<file path="src/rtl/alu_arbiter.sv">
// Two-requester arbiter in front of a shared registered ALU; one operation in flight at a time.
// Accept -> resp_valid after ALU_LAT+2 cycles; response held until resp_ready.
module alu_arbiter #(
  parameter int unsigned ALU_LAT = 1
) (
  input  logic        clk,
  input  logic        reset,
  input  logic        req0_valid,
  output logic        req0_ready,
  input  logic [31:0] req0_a,
  input  logic [31:0] req0_b,
  input  logic [1:0]  req0_ctrl,
  input  logic        req1_valid,
  output logic        req1_ready,
  input  logic [31:0] req1_a,
  input  logic [31:0] req1_b,
  input  logic [1:0]  req1_ctrl,
  output logic [31:0] alu_a,
  output logic [31:0] alu_b,
  output logic [1:0]  alu_ctrl,
  input  logic [31:0] alu_r,
  input  logic        alu_zero,
  input  logic        alu_ovf,
  input  logic        alu_branch,
  output logic        resp_valid,
  input  logic        resp_ready,
  output logic        resp_id,
  output logic [31:0] resp_r,
  output logic        resp_zero,
  output logic        resp_ovf,
  output logic        resp_branch,
  output logic [15:0] op_cnt
);

  typedef enum logic [1:0] {IDLE, EXEC, RESP} state_t;

  localparam logic [3:0] LAST_CNT = 4'(ALU_LAT);

  state_t      state_q, state_d;
  logic        prio_q, prio_d;
  logic [3:0]  cnt_q, cnt_d;
  logic [31:0] alu_a_q, alu_a_d;
  logic [31:0] alu_b_q, alu_b_d;
  logic [1:0]  alu_ctrl_q, alu_ctrl_d;
  logic        resp_valid_q, resp_valid_d;
  logic        resp_id_q, resp_id_d;
  logic [31:0] resp_r_q, resp_r_d;
  logic        resp_zero_q, resp_zero_d;
  logic        resp_ovf_q, resp_ovf_d;
  logic        resp_branch_q, resp_branch_d;
  logic [15:0] op_cnt_q, op_cnt_d;

  logic grant_vld;
  logic grant_id;
  logic accept;

  // prio only breaks ties; a lone requester always wins
  always_comb begin
    grant_vld  = req0_valid | req1_valid;
    grant_id   = (req0_valid & req1_valid) ? prio_q : req1_valid;
    accept     = !reset && (state_q == IDLE) && grant_vld;
    req0_ready = accept && !grant_id;
    req1_ready = accept && grant_id;
  end

  always_comb begin
    state_d       = state_q;
    prio_d        = prio_q;
    cnt_d         = cnt_q;
    alu_a_d       = alu_a_q;
    alu_b_d       = alu_b_q;
    alu_ctrl_d    = alu_ctrl_q;
    resp_valid_d  = resp_valid_q;
    resp_id_d     = resp_id_q;
    resp_r_d      = resp_r_q;
    resp_zero_d   = resp_zero_q;
    resp_ovf_d    = resp_ovf_q;
    resp_branch_d = resp_branch_q;
    op_cnt_d      = op_cnt_q;
    case (state_q)
      IDLE: begin
        if (accept) begin
          alu_a_d    = grant_id ? req1_a    : req0_a;
          alu_b_d    = grant_id ? req1_b    : req0_b;
          alu_ctrl_d = grant_id ? req1_ctrl : req0_ctrl;
          prio_d     = ~grant_id;
          resp_id_d  = grant_id;
          cnt_d      = 4'd0;
          state_d    = EXEC;
        end
      end
      EXEC: begin
        // the extra cycle beyond ALU_LAT lets the registered ALU output settle before capture
        if (cnt_q == LAST_CNT) begin
          resp_r_d      = alu_r;
          resp_zero_d   = alu_zero;
          resp_ovf_d    = alu_ovf;
          resp_branch_d = alu_branch;
          resp_valid_d  = 1'b1;
          state_d       = RESP;
        end else begin
          cnt_d = cnt_q + 4'd1;
        end
      end
      RESP: begin
        if (resp_ready) begin
          resp_valid_d = 1'b0;
          op_cnt_d     = op_cnt_q + 16'd1;
          state_d      = IDLE;
        end
      end
      default: state_d = IDLE;
    endcase
  end

  always_ff @(posedge clk) begin
    if (reset) begin
      state_q       <= IDLE;
      prio_q        <= 1'b0;
      cnt_q         <= 4'd0;
      alu_a_q       <= 32'd0;
      alu_b_q       <= 32'd0;
      alu_ctrl_q    <= 2'd0;
      resp_valid_q  <= 1'b0;
      resp_id_q     <= 1'b0;
      resp_r_q      <= 32'd0;
      resp_zero_q   <= 1'b0;
      resp_ovf_q    <= 1'b0;
      resp_branch_q <= 1'b0;
      op_cnt_q      <= 16'd0;
    end else begin
      state_q       <= state_d;
      prio_q        <= prio_d;
      cnt_q         <= cnt_d;
      alu_a_q       <= alu_a_d;
      alu_b_q       <= alu_b_d;
      alu_ctrl_q    <= alu_ctrl_d;
      resp_valid_q  <= resp_valid_d;
      resp_id_q     <= resp_id_d;
      resp_r_q      <= resp_r_d;
      resp_zero_q   <= resp_zero_d;
      resp_ovf_q    <= resp_ovf_d;
      resp_branch_q <= resp_branch_d;
      op_cnt_q      <= op_cnt_d;
    end
  end

  assign alu_a       = alu_a_q;
  assign alu_b       = alu_b_q;
  assign alu_ctrl    = alu_ctrl_q;
  assign resp_valid  = resp_valid_q;
  assign resp_id     = resp_id_q;
  assign resp_r      = resp_r_q;
  assign resp_zero   = resp_zero_q;
  assign resp_ovf    = resp_ovf_q;
  assign resp_branch = resp_branch_q;
  assign op_cnt      = op_cnt_q;

endmodule

</file>
<file path="config.mk">
export PLATFORM = sky130hd
export DESIGN_NAME = alu_arbiter
export DESIGN_NICKNAME = d
export VERILOG_FILES = /design/src/rtl/alu_arbiter.sv
export SDC_FILE = /design/constraint.sdc
export NUM_CORES = 1
export LEC_CHECK = 0
export CAP_MARGIN = 20
export CORE_UTILIZATION = 35
export CTS_CLUSTER_DIAMETER = 200
export DETAILED_ROUTE_END_ITERATION = 6
export PLACE_DENSITY_LB_ADDON = 0.05
export RECOVER_POWER = 50
export SLEW_MARGIN = 10
export SYNTH_ARGS = -nofsm -noshare
export SYNTH_HDL_FRONTEND = slang
export SYNTH_SLANG_ARGS = --single-unit
</file>
<file path="constraint.sdc">
create_clock -name clk -period 1.45 [get_ports clk]
set_input_delay 0.29 -clock clk [delete_from_list [all_inputs] [get_ports clk]]
set_output_delay 0.29 -clock clk [all_outputs]
set_load 0.03 [all_outputs]
</file>
**After elaboration in Yosys (flattened, before gate mapping)**

Index checks and enable logic that the tools add are counted.

- Bits in registers: 126
- Input port bits: 172
- Output and inout bits: 121
- Logic and storage cells: 54

- Add/subtract/negate cells: 2
- Eq/ne operators: 7
- Multiplexer cells: 14
- Bitwise operators: 3
- Reduce and logical (&&, ||, !) cells: 15

Operator list:

| operator | count |
|---|---|
| 32-bit 2-to-1 mux | 2 |
| 16-bit by 1-bit adder with 16-bit output, second input constant | 1 |
| 3-bit AND reduction | 3 |
| 2-bit 2-to-1 mux | 4 |
| 4-bit 2-to-1 mux | 2 |
| 2-bit inequality test, second input constant | 4 |
| 4-bit one-hot mux with 2 select lines | 1 |
| 2-bit one-hot mux with 3 select lines | 1 |
| 2-bit AND reduction | 3 |
| 4-bit by 1-bit adder with 4-bit output, second input constant | 1 |
| 4-bit by 1-bit == test with 1-bit output, second input constant | 1 |
| 1-bit logical AND | 4 |
| 2-bit nonzero test | 2 |
| 1-bit 2-to-1 mux | 3 |
| 2-bit by 1-bit == test with 1-bit output, second input constant | 1 |
| 2-bit == test, second input constant | 1 |
| 1-bit zero test | 2 |
| 2-bit zero test | 1 |
| 1-bit one-hot mux with 2 select lines | 1 |
| 1-bit AND | 1 |
| 1-bit inverter | 1 |
| 1-bit OR | 1 |

**Logic depth before layout (Yosys ltp)**

Gate-level depths: netlist (run 1).

- Depth in word-level cells: 5
- Gate-level depth with buffers: 8
- Mapped depth without buffers: 6

**Worst setup path after synthesis (run 1)**

OpenSTA, ideal clock, no wires.

- Path type: input-to-output
- From: input req0_valid
- To: output req0_ready
- Arrival time: 1.712 ns
- Data required time: 1.160 ns
- Path slack: -0.552 ns
- Cell stages on the path: 6
- Buffers on the path: 3
- Cells stage by stage: inv_1 > o21ai_0 > buf_2 > buf_4 > buf_4 > nor3b_1

- Cells in the longest elaborated chain, start to end: 4
- Elaborated cells between the ends (all ways): 6
- Those cells by class: mux: 1; bitwise: 2; reduce/logical: 3

Ends and longest elaborated chain:

| item | RTL line | text |
|---|---|---|
| from (decl) | 8 | `input logic req0_valid,` |
| 1-bit AND | 60 | `grant_id = (req0_valid & req1_valid) ? prio_q : req1_valid;` |
| 1-bit 2-to-1 mux | 60 |  |
| 1-bit zero test | 62 | `req0_ready = accept && !grant_id;` |
| 1-bit logical AND * | 62 |  |
| to (decl) | 9 | `output logic req0_ready,` |

Every way passes the cells marked *; elsewhere a longest branch is shown, timed or not.

**Worst setup path in the final report (run 1)**

- From: register state_q[0]
- To: output req0_ready

- Cells in the longest elaborated chain, start to end: 4

Ends and longest elaborated chain:

| item | RTL line | text |
|---|---|---|
| from (decl) | 39 | `state_t state_q, state_d;` |
| from (signal assigned) | 132 | `state_q <= state_d;` |
| 2-bit zero test | 61 | `accept = !reset && (state_q == IDLE) && grant_vld;` |
| 1-bit logical AND (2 in a row) | 61 |  |
| 1-bit logical AND | 62 |  |

No other way between the ends.

==> metrics, run 1 <==
status=complete, but fails checks; failing checks=setup timing; P&R area growth vs syn=94.37%; wire per inst=17.23 µm; CP Class=reg -> out; Inserted Clock Buffers=17; vias in the first global route=approximately 5,300; n_diodes=0; EDFF count, synth=0; Seq/Total Area, Yosys=48.48%; clock buffer depth=2; via/cell ratio=4.991; CTS tree=built; # DRC=0; first-pass GRT wire length=~26,000 µm; CP endpoint kind=output pin; DP Worst Slack=-0.5722 ns; P per Cell Area=~1100 nW/µm²; GRT Overall Usage=22.48%; core box area=14,530 µm²; Clock Sinks=126; top cells by area, synth=dfxtp_1 (48%), mux2i_1 (13%), a211oi_1 (9.5%), nor2_1 (5.8%), nand2_1 (5.8%); Routed Antenna Nets=0; synth unique cells=39; arrival time worst endpoint=about 1.4 ns; Top FF cell, synth=dfxtp_1; IO Pins=around 290; Die Y=123.9 µm; DRT Wirelength=19,350 µm; final count of hold timing violations=0; Fill cells=1,151; final period utilization=116.3%; Synth Register Bits=126; Power, Total=11.26 mW; Worst Setup SP=state_q[0]; Reg2Reg Depth=9; final instance area=10,110 µm²; count leader, synth=dfxtp_1; max_slew headroom=62.70%; type of origin of the critical path=flop; final setup fails=between 80 and 90; final net count=1,101; Starting Density=between 30% and 40%; grt ovf=0; width of the die=123.9 µm; DP Area=8682 µm²; Critical Path Fanout Max=3; Core Util, Final=a little over two thirds; reg-to-reg setup timing slack=-0.18 ns; Root Driver=clkbuf_16; die area=15,360 µm²; post-synthesis cell area=5202 µm²; final-report max-slew violation count=0; clk_lat worst skew=roughly 0.42 ns; Warnings, synthesis=0; Max-Cap Viols=0; # rows=44; Final Wtd Congestion=0.7860; worst min-delay path class=in -> reg; initial antenna violation count=0; RSZ-0062 raised after global routing=true; PnR worst setup slack=-0.2358 ns; CP required=1.16 ns; CP Capture Point=req0_ready; post-synth top area share=just under 50%; Vias=5,605; Placed Cells=about 1,100; largest area contributor in the netlist=dfxtp_1; worst r2r dst=alu_b[5]; Post-Syn Instances=577; htree depth=4; Worst VDD drop=approximately 0.00091 V; I/O Buffers=between 200 and 300; drt pass-1 iters=6; Layout Skew=0.006803 ns; Reg clk slew, reported paths=0.05 ns; hpwl dp=12,060 µm; share of layout cells above drive strength 1=35.14%; syn avg cell area=about 9 µm²; Max Fclk=593.2 MHz; async set or reset register ratio after synthesis=0%; syn_nets=roughly 750; final non-filler cell total=around 1,100; initial drt markers=266; worst slew pin tran=0.5594 ns; largest net degree at the start of global routing=90; Period minus WS final=1.686 ns; worst r2r src=state_q[0]; most instantiated cells after synthesis=dfxtp_1 (126), nor2_1 (81), nand2_1 (80); leakage=4.312 nW
-- routing by layer --
layer  part of all wire [%]  up-vias  global-route usage [%]
li1                       -     2722                       -
met1                     36     2640                   22.70
met2                     53      198                   39.58
met3                    8.2       45                   9.799
met4                    2.8        0                   10.71
met5                      0        -                       0
-- worst min path at each step --
stage                            end  startpoint  slack [ns]  depth (start not counted)
final                     op_cnt[15]       reset        0.28                          3
after global routing      op_cnt[15]       reset        0.29                          3
after CTS                 op_cnt[15]       reset        0.27                          3
after detailed placement   resp_r[7]   resp_r[7]        0.45                          2
after global placement    resp_r[20]  resp_r[20]        0.44                          2
after floorplan           resp_r[10]   alu_r[10]        0.43                          2
-- worst max-delay path, cell delays in order (launching register included) --
cell	delay, ns
dfxtp_2	0.32
buf_6	0.11
nor2_4	0.10
o21ai_4	0.10
nor3b_4	0.19
buf_6	0.15
-- sequential cells by signal, summed over array words and instances (netlist names), 2 cells and up --
signal / count
alu_a: 32
alu_b: 32
resp_r: 32
op_cnt: 16
cnt_q: 4
alu_ctrl: 2
state_q: 2
-- layout make-up --
| cell class | count | area (µm²) | share of cell area [%] |
|---|---|---|---|
| Clock buffer | 23 | 509.2 | 5.036 |
| Timing Repair Buffer | 374 | 3622 | 35.82 |
| Tap cell | 184 | 230.2 | 2.277 |
| Clock inverter | 9 | 128.9 | 1.274 |
| Inverter | 5 | 18.77 | 0.1856 |
| Multi-Input combinational cell | 402 | 3049 | 30.15 |
| Sequential cell | 126 | 2554 | 25.25 |
-- logic make-up (layout without fill, tap and decap cells) --
logic type | Yosys count | count (layout) | share of synthesized area (%)
flip-flops | 126 | 126 | 48.48
adder cells (fa/ha/maj) | 3 | 3 | 0.7216
AND/OR/NAND/NOR | 200 | 200 | 16.88
AO/OA/AOI/OAI | 119 | 120 | 14.89
XOR/XNOR | 12 | 12 | 2.020
buffers and inverters | 50 | 411 | 4.089
multiplexers | 67 | 67 | 12.91
-- metrics by stage --
| step | hold WS [ns] | TNS [ns] |
|---|---|---|
| global route | 0.2878 | -13.15 |
| finish | 0.2776 | -6.493 |
| detailed placement | 0.4479 | -33.13 |
| floorplan | 0.4260 | -0.3221 |
| CTS | 0.2687 | -1.813 |
| global placement | 0.4408 | -30.23 |
-- placed cells by master, fill, tap and decap left out, drive strengths merged, types with 6 or more instances in the layout --
cell,n
mux2i,66
clkdlybuf4s50,168
dfxtp,126
nand4,6
nor2,81
a21oi,45
nand2,80
xnor2,8
clkbuf,102
clkdlybuf4s15,38
buf,87
a211oi,66
-- power by group --
group / switching [mW] / total (mW) / internal [mW]
Sequential: 0.136 / 3.85 / 3.71
Combinational: 1.47 / 2.88 / 1.40
Clock: 1.55 / 4.54 / 2.98
-- timing repair --
item / in CTS / in global routing
pin swaps: 10 / 65
gates resized for setup: 286 / 222
setup buffers: 10 / 12
cloned: 4 / 16
hold buffers: 0 / 0
setup endpoints to repair: 167 / 191
Power figures use the tool's default switching activity.
==> run 2, diff against run 1 <==
- SLEW_MARGIN: 10 -> 0
==> results of run 2 <==
No change in the layout: final DEF, timing and power equal those of run 1.
==> run 3, diff against run 2 <==
--- a/constraint.sdc
+++ b/constraint.sdc
@@ -3,2 +3,2 @@
 set_output_delay 0.29 -clock clk [all_outputs]
-set_load 0.03 [all_outputs]
+set_load 0.01 [all_outputs]
==> run 3 against run 2 <==
Compared with the run above:
- the run still ends with setup timing left
- total power is 4.8% lower
- final cell count decreased by 0.89%
- register-to-register slack better by 0.05 ns
- routed wire length is 2.9% lower
- via count shrank 0.89%
- utilization up 0.27 points
- worst setup slack better by 0.063 ns
- sequential power hardly changed
- die area unchanged
- largest cell class unchanged
==> metrics, run 3 (synthesis gave the netlist of run 1 again) <==
PnR worst setup slack=-0.1724 ns (was -0.2358 ns); Critical Path Slowest Stage Cell=dfxtp_2 (unchanged); first-pass GRT wire length=25,070 µm (was 26,160 µm); Post-CTS Hold Fix Bufs=0 (unchanged); commonest non-fill, non-tap cell in the layout=clkdlybuf4s50_1 (unchanged); arrival time worst endpoint=1.33 ns (was 1.40 ns); Max Fclk=616.4 MHz (was 593.2 MHz); CP Cell Sequence=nor2_2, o21ai_2, nor3_1, buf_2 (was buf_6, nor2_4, o21ai_4, nor3b_4, buf_6); Routed Antenna Nets=0 (unchanged); slowest stage delay, CP=0.33 ns (was 0.32 ns); IO Pins=293 (unchanged); leakage=4.666 nW (was 4.312 nW); worst min-delay path class=in -> reg (unchanged); drt pass-1 iters=4 (was 6); final-report max-slew violation count=0 (unchanged); share of layout cells above drive strength 1=22.52% (was 35.14%); Final Wtd Congestion=0.7440 (was 0.7860); core box area=14,530 µm² (unchanged); final net count=1,090 (was 1,101); htree depth=4 (unchanged); RSZ-0062 raised after global routing=true (unchanged); Reg clk slew, reported paths=0.05 ns (about the same); final setup fails=24 (was 82); final count of hold timing violations=0 (unchanged); Starting Density=35.80% (unchanged); GRT Overall Usage=21.65% (was 22.48%); Clock Sinks=126 (unchanged); CTS tree=built (unchanged); failing checks=setup timing (unchanged); setup_tns=-1.109 ns (was -6.493 ns); P per Cell Area=1057 nW/µm² (was 1114 nW/µm²); Max-Cap Viols=0 (unchanged); # DRC=0 (unchanged); largest net degree at the start of global routing=50 (was 90); vias in the first global route=5,232 (was 5,284); DRT Wirelength=18,790 µm (was 19,350 µm); status=complete, but fails checks (unchanged); via/cell ratio=4.991 (about the same); Power, Total=10.73 mW (was 11.26 mW); grt ovf=0 (unchanged); hpwl dp=12,420 µm (was 12,060 µm); DP Worst Slack=-0.6725 ns (was -0.5722 ns); Inserted Clock Buffers=17 (unchanged); P&R area growth vs syn=95.12% (was 94.37%); Root Driver=clkbuf_16 (unchanged); Fill cells=1,157 (was 1,151); die area=15,360 µm² (unchanged); Layout Skew=0.006768 ns (was 0.006803 ns); type of origin of the critical path=flop (unchanged); Critical Path Fanout Max=3 (unchanged); most frequent cells in the layout=clkdlybuf4s50_1 (168), dlygate4sd2_1 (113), dfxtp_1 (110) (was clkdlybuf4s50_1 (168), dfxtp_1 (115), nor2_1 (80)); wire per inst=16.88 µm (was 17.23 µm); initial drt markers=192 (was 266); I/O Buffers=292 (unchanged); max_slew headroom=61.76% (was 62.70%); CP endpoint kind=output pin (unchanged); Die Y=123.9 µm (unchanged); Worst VDD drop=0.0009305 V (was 0.0009051 V); # rows=44 (unchanged); CP required=1.16 ns (about the same); final period utilization=111.9% (was 116.3%); worst slew pin tran=0.5735 ns (was 0.5594 ns); initial antenna violation count=1 (was 0); Vias=5,555 (was 5,605); clock buffer depth=2 (unchanged); width of the die=123.9 µm (unchanged); clk_lat worst skew=0.42 ns (about the same); CP Class=reg -> out (unchanged); Period minus WS final=1.622 ns (was 1.686 ns)
[run 3: cell types whose count changed in the layout (fill, tap and decap cells not counted), moves of 7 or more]
cell and change:
dfxtp_2 +9, buf_2 -11, clkdlybuf4s15_1 -14, clkdlybuf4s15_2 -21, clkbuf_1 -7, buf_4 -7
buf_6 -7, clkbuf_2 -57, dlygate4sd2_1 +111, a211oi_1 +16, a211oi_2 -16
[run 3: final cells by class]
type	instances	area [µm²]	area share, %
antenna	1	2.502	0.02465
clock buffer	24	523.0	5.152
clock inverter	8	125.1	1.233
inverter	5	18.77	0.1849
multi-input combinational	402	2950	29.06
sequential	126	2550	25.12
tap	184	230.2	2.268
timing repair buffer	363	3751	36.95
[run 3: stage by stage]
stage / hold slack (ns) / instances / cell area [µm²] / utilization (%)
6_report: 0.05854 / 1113 / 10150 / 69.84
5_1_grt: 0.04285 / 1113 / 10150 / 69.84
4_1_cts: 0.03607 / 1089 / 9364 / 64.43
3_5_place_dp: 0.4460 / 1051 / 8628 / 59.37
3_3_place_gp: 0.4407 / 1051 / 8628 / 59.37
2_1_floorplan: 0.4260 / 577 / 5250 / -
[run 3: metal layers]
metal / global-route usage (%) / wire (µm)
met1: 22.34 / 6989
met2: 36.91 / 9741
met3: 8.654 / 1422
met4: 12.87 / 632
met5: 0 / 0
[run 3: critical path: cells and delay by family, from the launching register on]
| family | cells | cell delay, ns |
|---|---|---|
| AO/OA/AOI/OAI | 1 | 0.09 |
| buffers and inverters | 1 | 0.19 |
| flip-flops | 1 | 0.33 |
| AND/OR/NAND/NOR | 2 | 0.31 |
[run 3: repair_timing]
action,CTS,global route
setup endpoints to repair,208,120
gates cloned,2,15
pin swaps,13,64
setup buffers,4,9
resized for setup,169,104
[run 3: path summary, 6_finish.rpt]
| path | from | to | slack [ns] | depth (start not counted) |
|---|---|---|---|---|
| worst max-delay path | state_q[1] | req1_ready | -0.17 | 4 |
| worst min-delay path | reset | state_q[1] | 0.06 | 2 |
| worst max register to register | state_q[1] | op_cnt[10] | -0.13 | 7 |
| worst min register to register | resp_r[21] | resp_r[21] | 0.45 | 2 |
[run 3: report_power, final]
group          switching, mW  total, mW  internal (mW)  leakage, nW
logic                   1.01       2.30           1.29         3.32
registers              0.132       3.85           3.72         1.04
clock network           1.54       4.58           3.03        0.306
total                   2.68       10.7           8.05         4.67
